File: src/rtl/sequenciador_notas_if.sv
// Control, programming and note-output bundle between the user controls,
// the melody sequencer and the 7-segment note decoder.
interface sequenciador_notas_if #(
  parameter int AW = 3
);
  logic          start;
  logic          stop;
  logic          pausa;
  logic          loop;
  logic          wr_en;
  logic [AW-1:0] wr_addr;
  logic [7:0]    wr_data;
  logic          Tom;
  logic          notas1;
  logic          notas2;
  logic          notas3;
  logic          nota_valida;
  logic [AW-1:0] passo;
  logic          ocupado;
  logic          fim;

  modport master (
    output start, stop, pausa, loop, wr_en, wr_addr, wr_data,
    input  Tom, notas1, notas2, notas3, nota_valida, passo, ocupado, fim
  );

  modport slave (
    input  start, stop, pausa, loop, wr_en, wr_addr, wr_data,
    output Tom, notas1, notas2, notas3, nota_valida, passo, ocupado, fim
  );
endinterface

File: src/rtl/sequenciador_notas.sv
// Melody sequencer: plays {Tom, notas3..1, dur} entries from a small memory,
// each note held for dur * TICK_DIV clock cycles.
//
// state   | meaning
// S_IDLE  | no note presented, memory writable
// S_PLAY  | note presented, prescaler and duration counter running
// S_PAUSE | note presented, prescaler and counter frozen
module sequenciador_notas #(
  parameter int TICK_DIV = 4,
  parameter int SEQ_LEN  = 8
) (
  input  logic clock,
  input  logic reset,
  sequenciador_notas_if.slave bus
);
  localparam int AW = $clog2(SEQ_LEN);
  localparam int PW = $clog2(TICK_DIV);
  localparam logic [PW-1:0] PRESC_MAX = PW'(TICK_DIV - 1);
  localparam logic [AW-1:0] LAST_IDX  = AW'(SEQ_LEN - 1);

  typedef enum logic [1:0] {S_IDLE, S_PLAY, S_PAUSE} state_t;

  state_t        r_state, w_state_nxt;
  logic [7:0]    r_mem [SEQ_LEN];
  logic [PW-1:0] r_presc, w_presc_nxt;
  logic [3:0]    r_cnt, w_cnt_nxt;
  logic [AW-1:0] r_passo, w_passo_nxt;
  logic [3:0]    r_nota, w_nota_nxt;   // {Tom, notas3, notas2, notas1}
  logic          r_valida, w_valida_nxt;
  logic          r_fim, w_fim_nxt;

  logic [AW-1:0] w_idx_n;
  logic [7:0]    w_entry0;
  logic [7:0]    w_entry_n;
  logic          w_tick;
  logic          w_end;

  assign w_idx_n   = r_passo + AW'(1);
  assign w_entry0  = r_mem[0];
  assign w_entry_n = r_mem[w_idx_n];
  assign w_tick    = (r_presc == PRESC_MAX);
  // End of sequence: ran off the memory, or the following entry is a terminator.
  assign w_end     = (r_passo == LAST_IDX) || (w_entry_n[3:0] == 4'd0);

  always_comb begin
    w_state_nxt  = r_state;
    w_presc_nxt  = r_presc;
    w_cnt_nxt    = r_cnt;
    w_passo_nxt  = r_passo;
    w_nota_nxt   = r_nota;
    w_valida_nxt = r_valida;
    w_fim_nxt    = 1'b0;

    case (r_state)
      S_IDLE: begin
        if (bus.start && !bus.stop) begin
          if (w_entry0[3:0] == 4'd0) begin
            w_fim_nxt = 1'b1;
          end else begin
            w_state_nxt  = S_PLAY;
            w_passo_nxt  = '0;
            w_nota_nxt   = w_entry0[7:4];
            w_valida_nxt = 1'b1;
            w_cnt_nxt    = w_entry0[3:0];
            w_presc_nxt  = '0;
          end
        end
      end
      S_PLAY: begin
        if (bus.stop) begin
          w_state_nxt  = S_IDLE;
          w_passo_nxt  = '0;
          w_nota_nxt   = '0;
          w_valida_nxt = 1'b0;
          w_cnt_nxt    = '0;
          w_presc_nxt  = '0;
        end else if (bus.pausa) begin
          w_state_nxt = S_PAUSE;
        end else if (w_tick) begin
          w_presc_nxt = '0;
          if (r_cnt > 4'd1) begin
            w_cnt_nxt = r_cnt - 4'd1;
          end else if (!w_end) begin
            w_passo_nxt = w_idx_n;
            w_nota_nxt  = w_entry_n[7:4];
            w_cnt_nxt   = w_entry_n[3:0];
          end else if (bus.loop && (w_entry0[3:0] != 4'd0)) begin
            w_passo_nxt = '0;
            w_nota_nxt  = w_entry0[7:4];
            w_cnt_nxt   = w_entry0[3:0];
          end else begin
            w_state_nxt  = S_IDLE;
            w_passo_nxt  = '0;
            w_nota_nxt   = '0;
            w_valida_nxt = 1'b0;
            w_cnt_nxt    = '0;
            w_fim_nxt    = 1'b1;
          end
        end else begin
          w_presc_nxt = r_presc + PW'(1);
        end
      end
      S_PAUSE: begin
        if (bus.stop) begin
          w_state_nxt  = S_IDLE;
          w_passo_nxt  = '0;
          w_nota_nxt   = '0;
          w_valida_nxt = 1'b0;
          w_cnt_nxt    = '0;
          w_presc_nxt  = '0;
        end else if (!bus.pausa) begin
          w_state_nxt = S_PLAY;
        end
      end
      default: w_state_nxt = S_IDLE;
    endcase
  end

  always_ff @(posedge clock) begin
    if (reset) begin
      r_state  <= S_IDLE;
      r_presc  <= '0;
      r_cnt    <= '0;
      r_passo  <= '0;
      r_nota   <= '0;
      r_valida <= 1'b0;
      r_fim    <= 1'b0;
      for (int i = 0; i < SEQ_LEN; i++) r_mem[i] <= '0;
    end else begin
      r_state  <= w_state_nxt;
      r_presc  <= w_presc_nxt;
      r_cnt    <= w_cnt_nxt;
      r_passo  <= w_passo_nxt;
      r_nota   <= w_nota_nxt;
      r_valida <= w_valida_nxt;
      r_fim    <= w_fim_nxt;
      if (bus.wr_en && (r_state == S_IDLE)) r_mem[bus.wr_addr] <= bus.wr_data;
    end
  end

  assign bus.Tom         = r_nota[3];
  assign bus.notas3      = r_nota[2];
  assign bus.notas2      = r_nota[1];
  assign bus.notas1      = r_nota[0];
  assign bus.nota_valida = r_valida;
  assign bus.passo       = r_passo;
  assign bus.ocupado     = (r_state != S_IDLE);
  assign bus.fim         = r_fim;
endmodule

File: src/flat_wrapper.sv
// flat-port wrapper written by rule: the top's interface ports become plain ports
module sequenciador_notas_flat 
#(
  parameter int TICK_DIV = 4,
  parameter int SEQ_LEN  = 8
)
  (clock, reset, bus_start, bus_stop, bus_pausa, bus_loop, bus_wr_en, bus_wr_addr, bus_wr_data, bus_Tom, bus_notas1, bus_notas2, bus_notas3, bus_nota_valida, bus_passo, bus_ocupado, bus_fim);
  sequenciador_notas_if #(.AW(3)) bus_i ();
  input  logic clock;
  input  logic reset;
  input wire logic [$bits(bus_i.start)-1:0] bus_start;
  input wire logic [$bits(bus_i.stop)-1:0] bus_stop;
  input wire logic [$bits(bus_i.pausa)-1:0] bus_pausa;
  input wire logic [$bits(bus_i.loop)-1:0] bus_loop;
  input wire logic [$bits(bus_i.wr_en)-1:0] bus_wr_en;
  input wire logic [$bits(bus_i.wr_addr)-1:0] bus_wr_addr;
  input wire logic [$bits(bus_i.wr_data)-1:0] bus_wr_data;
  output wire logic [$bits(bus_i.Tom)-1:0] bus_Tom;
  output wire logic [$bits(bus_i.notas1)-1:0] bus_notas1;
  output wire logic [$bits(bus_i.notas2)-1:0] bus_notas2;
  output wire logic [$bits(bus_i.notas3)-1:0] bus_notas3;
  output wire logic [$bits(bus_i.nota_valida)-1:0] bus_nota_valida;
  output wire logic [$bits(bus_i.passo)-1:0] bus_passo;
  output wire logic [$bits(bus_i.ocupado)-1:0] bus_ocupado;
  output wire logic [$bits(bus_i.fim)-1:0] bus_fim;
  assign bus_i.start = bus_start;
  assign bus_i.stop = bus_stop;
  assign bus_i.pausa = bus_pausa;
  assign bus_i.loop = bus_loop;
  assign bus_i.wr_en = bus_wr_en;
  assign bus_i.wr_addr = bus_wr_addr;
  assign bus_i.wr_data = bus_wr_data;
  assign bus_Tom = bus_i.Tom;
  assign bus_notas1 = bus_i.notas1;
  assign bus_notas2 = bus_i.notas2;
  assign bus_notas3 = bus_i.notas3;
  assign bus_nota_valida = bus_i.nota_valida;
  assign bus_passo = bus_i.passo;
  assign bus_ocupado = bus_i.ocupado;
  assign bus_fim = bus_i.fim;
  sequenciador_notas #(.TICK_DIV(TICK_DIV), .SEQ_LEN(SEQ_LEN)) u_core (.clock(clock), .reset(reset), .bus(bus_i));
endmodule
File: config.mk
export PLATFORM = sky130hd
export DESIGN_NAME = sequenciador_notas_flat
export DESIGN_NICKNAME = d
export VERILOG_FILES = /design/src/rtl/sequenciador_notas_if.sv /design/src/rtl/sequenciador_notas.sv /design/src/flat_wrapper.sv
export SDC_FILE = /design/constraint.sdc
export NUM_CORES = 1
export LEC_CHECK = 0
export ABC_AREA = 0
export CAP_MARGIN = 25
export CORE_ASPECT_RATIO = 1.75
export CORE_MARGIN = 2
export CORE_UTILIZATION = 56
export CTS_BUF_LIST = sky130_fd_sc_hd__clkbuf_8 sky130_fd_sc_hd__clkbuf_16
export DETAILED_ROUTE_END_ITERATION = 10
export GPL_ROUTABILITY_DRIVEN = 0
export HOLD_SLACK_MARGIN = 0.12
export PLACE_DENSITY = 0.86
export SLEW_MARGIN = 5
export SYNTH_ARGS = -nofsm -noshare
export SYNTH_HDL_FRONTEND = slang
export SYNTH_SLANG_ARGS = --single-unit
File: constraint.sdc
create_clock -name clock -period 6 [get_ports clock]
set_clock_uncertainty 0.15 [all_clocks]
set_input_delay 1.2 -clock clock [delete_from_list [all_inputs] [get_ports clock]]
set_output_delay 1.2 -clock clock [all_outputs]
set_load 0.02 [all_outputs]
# Word-level counts from Yosys, hierarchy flattened
# Memories as Yosys holds them, arrays and structs flattened.
# Cells that the tools add are included.
totals:
  n_memories: 1
  input_bits: 18
  regBits: 17
  ram_bits: 64
  elab_cells: 119
  out_inout_bits: 10
memory_table:
  columns: ["name", "words", "word_bits", "read_ports", "rd_clocked_by_memory_dff", "wr", "line", "rtl"]
  rows:
  - ["u_core.r_mem", 8, 8, 2, 0, 8, "sequenciador_notas.sv:24", "logic [7:0] r_mem [SEQ_LEN];"]
op_classes:
  add_sub_neg: 3
  n_reduce_logical: 17
  order_cmp: 1
  n_eq_ne: 17
  mux: 73
ops:
  columns: ["operator", "count"]
  rows:
  - ["$mux 4", 17]
  - ["$mux 2", 16]
  - ["$mux 3", 9]
  - ["$pmux 4 s3", 2]
  - ["$mux 1", 23]
  - ["$reduce_and 7->1", 2]
  - ["$ne 3x3->1 const B", 4]
  - ["$pmux 2 s3", 2]
  - ["$pmux 3 s3", 1]
  - ["$reduce_and 9->1", 1]
  - ["$logic_not 4->1", 2]
  - ["$mux 8", 1]
  - ["$ne 4x3->1 const B", 2]
  - ["$ne 4x4->1 const B", 2]
  - ["$reduce_or 8->1", 1]
  - ["$ne 3x2->1 const B", 2]
  - ["$reduce_and 6->1", 1]
  - ["$reduce_and 5->1", 1]
  - ["$eq 2x2->1 const B", 2]
  - ["$gt 4x1->1 const B", 1]
  - ["$ne 2x2->1 const B", 2]
  - ["$reduce_bool 4->1", 1]
  - ["$sub 4x1->4 const B", 1]
  - ["$add 3x1->3 const B", 1]
  - ["other kinds (12)", 14]

# Depth between registers and ports, before layout
# An unclocked memory read counts as a cell.
depth:
  word_depth: 10
  mapped_depth: 10
  ltp_nobuf: 7

# Worst setup path after synthesis
# OpenSTA, ideal clock, no wires.
synth_timing:
  path_kind: "in2reg"
  from: "in bus_start"
  to: "reg u_core.r_valida, in the netlist u_core.bus.nota_valida"
  path_stages: 6
  t_required_ns: 5.729
  path_slack_ns: 3.070
  arrival_time_ns: 2.659
  setup_time_ns: 0.121
  cell_sequence: "inv_1 -> o31a_1 -> or3_1 -> clkbuf_1 -> a211oi_1 -> mux2_2"
synth_between:
  elab_chain_cells: 3
synth_lines:
  columns: ["item", "line", "rtl"]
  rows:
  - ["from (decl)", "flat_wrapper.sv:11", "input wire logic [$bits(bus_i.start)-1:0] bus_start;"]
  - ["$logic_and 1x1->1", "sequenciador_notas.sv:56", "if (bus.start && !bus.stop) begin"]
  - ["$ne 2x1->1 (no line)", null, null]
  - ["$reduce_and 9->1 (no line)", null, null]
  - ["to (signal assigned)", "sequenciador_notas.sv:135", "r_valida <= w_valida_nxt;"]
  - ["to (decl)", "sequenciador_notas.sv:29", "logic r_valida, w_valida_nxt;"]
# Every way passes these cells.
# A chain may end at the register's enable or synchronous reset.

==> results <==
- Of the total synthesized cell area, the portion taken by full adders, half adders and majority gates is 0.02668.
- Once layout is complete, the cells apart from fillers number ~460.
- The number of antenna violations at the first check in global routing is 0.
- In the synthesized netlist the async set-or-reset flop fraction comes to 0.
- Dividing the detail-routed wire length by the instance count gives around 24 um.
- Sorting the synthesized cells by area gives the leading types as edfxtp_1, and2_1, dfxtp_1.
- The area of the mapped netlist is roughly 0.0042 mm^2.
- The flow ran to the end, but the final reports show violations.
- The final hold violation count is 0.
- Entering global routing, the biggest net connects 23 pins.
- The critical path data arrival time is roughly 3.8 ns.
- The worst setup path is launched from an input pin.
- The number of synthesized flops with an enable pin is 64.
- The largest single stage delay on the critical path is between 0.8 and 0.9 ns.
- Row generation in the floorplan step produced about 40 rows.
- In the finished design, the share of the clock period the worst path needs comes to 0.6549.
- The CTS tree is built.
- The number of max-cap violations is 0.
- The average via count per standard cell is 6.470.
- Hold repair after CTS inserted 0 buffers.
- Of the synthesized area, sequential elements account for 0.5360.
- The commonest cells after synthesis are and2_1, edfxtp_1, nor2_1, dfxtp_1.
- The share of cells above drive strength 1 is 0.1323.
- For this design the ratio of total power to cell area is between 300 and 400 mW/mm^2.
- The die is between 100 and 150 um tall.
- The checks that failed: design-rule violations.
- For this block, the initial DRC count from the detailed router was approximately 230.
- The number of search-and-repair iterations in the first detailed-routing pass is 8.
- The number of ports placed on the die boundary is 28.
- The critical path is of the input pin to register type.
- The fmax is 0.2545 GHz.
- The insertion delay of the later-clocked pin in the worst-skew pair is approximately 0.34 ns.
- The detailed placement HPWL is roughly 7900 um.
- The cell with the largest stage delay on the worst path is clkdlybuf4s50_1.
- Summed over all nets, the switching power comes to ~0.49 mW.
- The CTS buffer count is 9.
- The global-route wire length before repair is 16330 um.
- The design draws approximately 1.7 mW.
- The number of placed cells counting well taps is between 400 and 500.
- The worst slew margin relative to its limit is 0.4100.
- The proportion of netlist area held by the largest area contributor is 0.4554.
- The count of final max-slew check failures came to 0.
- Once detail routing completed, the nets flagged for antenna violations numbered 0.
- The slack of the critical path is approximately 2.1 ns.
- The number of antenna repair diodes is 0.
- The switching power share of the total is 0.2927.
- The number of different library cells used by synthesis comes to 50.
- For this run, the number of Yosys warnings is 0.
- The total overflow left after global routing is 0.
- CTS built an H-tree with a depth of 3.
- The static leakage is 1.761 nW.
- The tree is rooted in a clkbuf_16.
- The worst setup path is captured at a register.
- The fraction of the mapped netlist area in compound gates is 0.08509.
- Wires add up to roughly 11000 um.
- The number of clock sinks is 81.
- In the global route stage, overall resource usage came out at 0.2759.
- Measured on the finished design, the core utilization comes to 0.6711.
- The share of total power dissipated in the clock network is 0.346.
- Internal power comes to approximately 1.2 mW.
- The leading register cell type out of synthesis is edfxtp_1.
- The post-synthesis mux area share is 0.1266.
- The total number of vias is between 3000 and 4000.
- The average cell area after synthesis is roughly 12 um^2.
- The aggregate negative setup slack is 0 ns.
- The critical path buffer and inverter count is 2.
- Of the total power, registers draw 0.412.
- The port buffer count is 27.
- The starting density of the core is 0.5794.
- The maximum buffer depth of the clock tree is 2.
- The final-report setup violation count is 0.
- Of all nets on the critical path, the largest fanout is 22.
- OpenSTA, run right after detailed placement, puts the worst setup slack at between 1.5 and 2 ns.
- The net count of the finished layout is 400.
- The post-route minimum period is 3.929 ns.
- Setup repair after global routing left no endpoint under its margin.
- The via count of the first global-routing pass was ~3000.
- The area growth from synthesis to layout is 15.83%.
- When the netlist entered floorplanning its net count stood at around 370.
- The dominant delay contributor by cell family on the critical path is buffers and inverters.
- Measured along the x axis, the die boundary spans 69.63 um.
- After synthesis, the largest family of logic cells by area is simple AND/OR/NAND/NOR gates.
- The critical path goes through clkdlybuf4s50_1 -> inv_1 -> nand4_1 -> nor3_1 -> or2_2.
- The core area is 0.007284 mm^2.
- The overall die area is roughly 0.0083 mm^2.
- The worst-case IR drop observed on VDD is roughly 0.22 mV.
- Of the total synthesized cell area, the portion taken by AND, OR, NAND and NOR gates is 0.1963.
- The number of remaining DRC errors is 2.
- For the pin with the worst max-slew slack, the measured transition is 0.8850 ns.
- In this run, synthesis produced a sequential element count of just over 80.
- The clock-pin slew reported for the worst setup and hold paths after clock tree synthesis is around 0.06 ns.
- Synthesis handed over a netlist of 340 instances.
- The number of cells upsized or downsized after cts is 0.
- In this run the post-CTS setup repair buffer count came out at 0.
- Of the total synthesized cell area, the portion taken by XOR and XNOR cells is 0.002075.
- The kind of path behind the tightest hold check is register to register.
- The power share of the combinational group is 0.243.
- The largest area contributor in the synthesized netlist is edfxtp_1.
- Data on the critical path is required at its endpoint by slightly below 6 ns.
-- stage by stage --
| step | hold slack [ns] | area, um^2 |
|---|---|---|
| 6_report | 0.3334 | 4888 |
| 5_1_grt | 0.3511 | 4888 |
| 4_1_cts | 0.3344 | 4858 |
| 3_5_place_dp | 0.3262 | 4539 |
| 3_3_place_gp | 0.3123 | 4539 |
| 2_1_floorplan | 0.3033 | 4220 |
-- worst paths after layout --
kind | startpoint | endpoint | slack (ns) | cells past startpoint
worst min-delay path | u_core.r_presc[1] | u_core.r_presc[1] | 0.33 | 2
worst max-delay path | reset | u_core.r_mem[1][5] | 2.07 | 5
worst max register to register | u_core.bus.passo[0] | u_core.bus.nota_valida | 2.39 | 7
worst min register to register | u_core.r_presc[1] | u_core.r_presc[1] | 0.33 | 2
-- routing by layer --
layer  global-route usage  share of wire
met2               0.4904           0.53
met4               0.2825           0.11
met3              0.04061          0.047
met5                    0              0
met1               0.2516           0.31
-- logic make-up (layout without fill, tap and decap cells) --
| family | Yosys count | in the layout |
|---|---|---|
| xor+xnor | 1 | 1 |
| simple gates | 144 | 144 |
| mux | 30 | 30 |
| fa+ha+maj | 9 | 9 |
| buf+inv | 25 | 63 |
| flops | 81 | 81 |
| compound gates | 50 | 50 |
-- area by class of cell --
cell class / count / area, um^2
fill: 533 / 2396
sequential: 81 / 2262
multi-input combinational: 234 / 1843
timing repair buffer: 34 / 307.8
clock buffer: 9 / 225.2
tap: 86 / 107.6
clock inverter: 7 / 93.84
inverter: 13 / 48.80
-- power by group through the flow --
stage                     logic, mW  clock network, mW  registers [mW]
after floorplan               0.263                  0           0.706
after global placement        0.385                  0           0.703
after detailed placement      0.397                  0           0.705
after CTS                     0.402              0.584           0.694
after global routing          0.438              0.607           0.697
final                         0.410              0.583           0.694
-- cells in the final DEF, fill, tap and decap left out, types with 10 or more instances in the layout --
cell / instances
clkdlybuf4s50_1: 27
o21ai_0: 11
nand2_1: 12
and2_1: 64
edfxtp_1: 64
dfxtp_1: 17
nor2_1: 26
mux4_2: 10
inv_1: 13
a21oi_1: 13
-- worst reg2reg max path, stage by stage (launching register included) --
cell,delay (ns)
dfxtp_1,0.29
buf_4,0.23
ha_1,0.82
mux4_1,0.45
mux2i_2,0.23
a41oi_2,0.50
a211oi_1,0.46
mux2_2,0.37
-- state kept, by name, summed over array words and instances, names as in the netlist --
register                flops
u_core.r_presc              2
u_core.r_nota               4
u_core.r_state              2
u_core.bus.passo            3
u_core.bus.fim              1
u_core.bus.nota_valida      1
u_core.r_mem               64
u_core.r_cnt                4
Note: power is estimated with default switching activity, not from simulation.
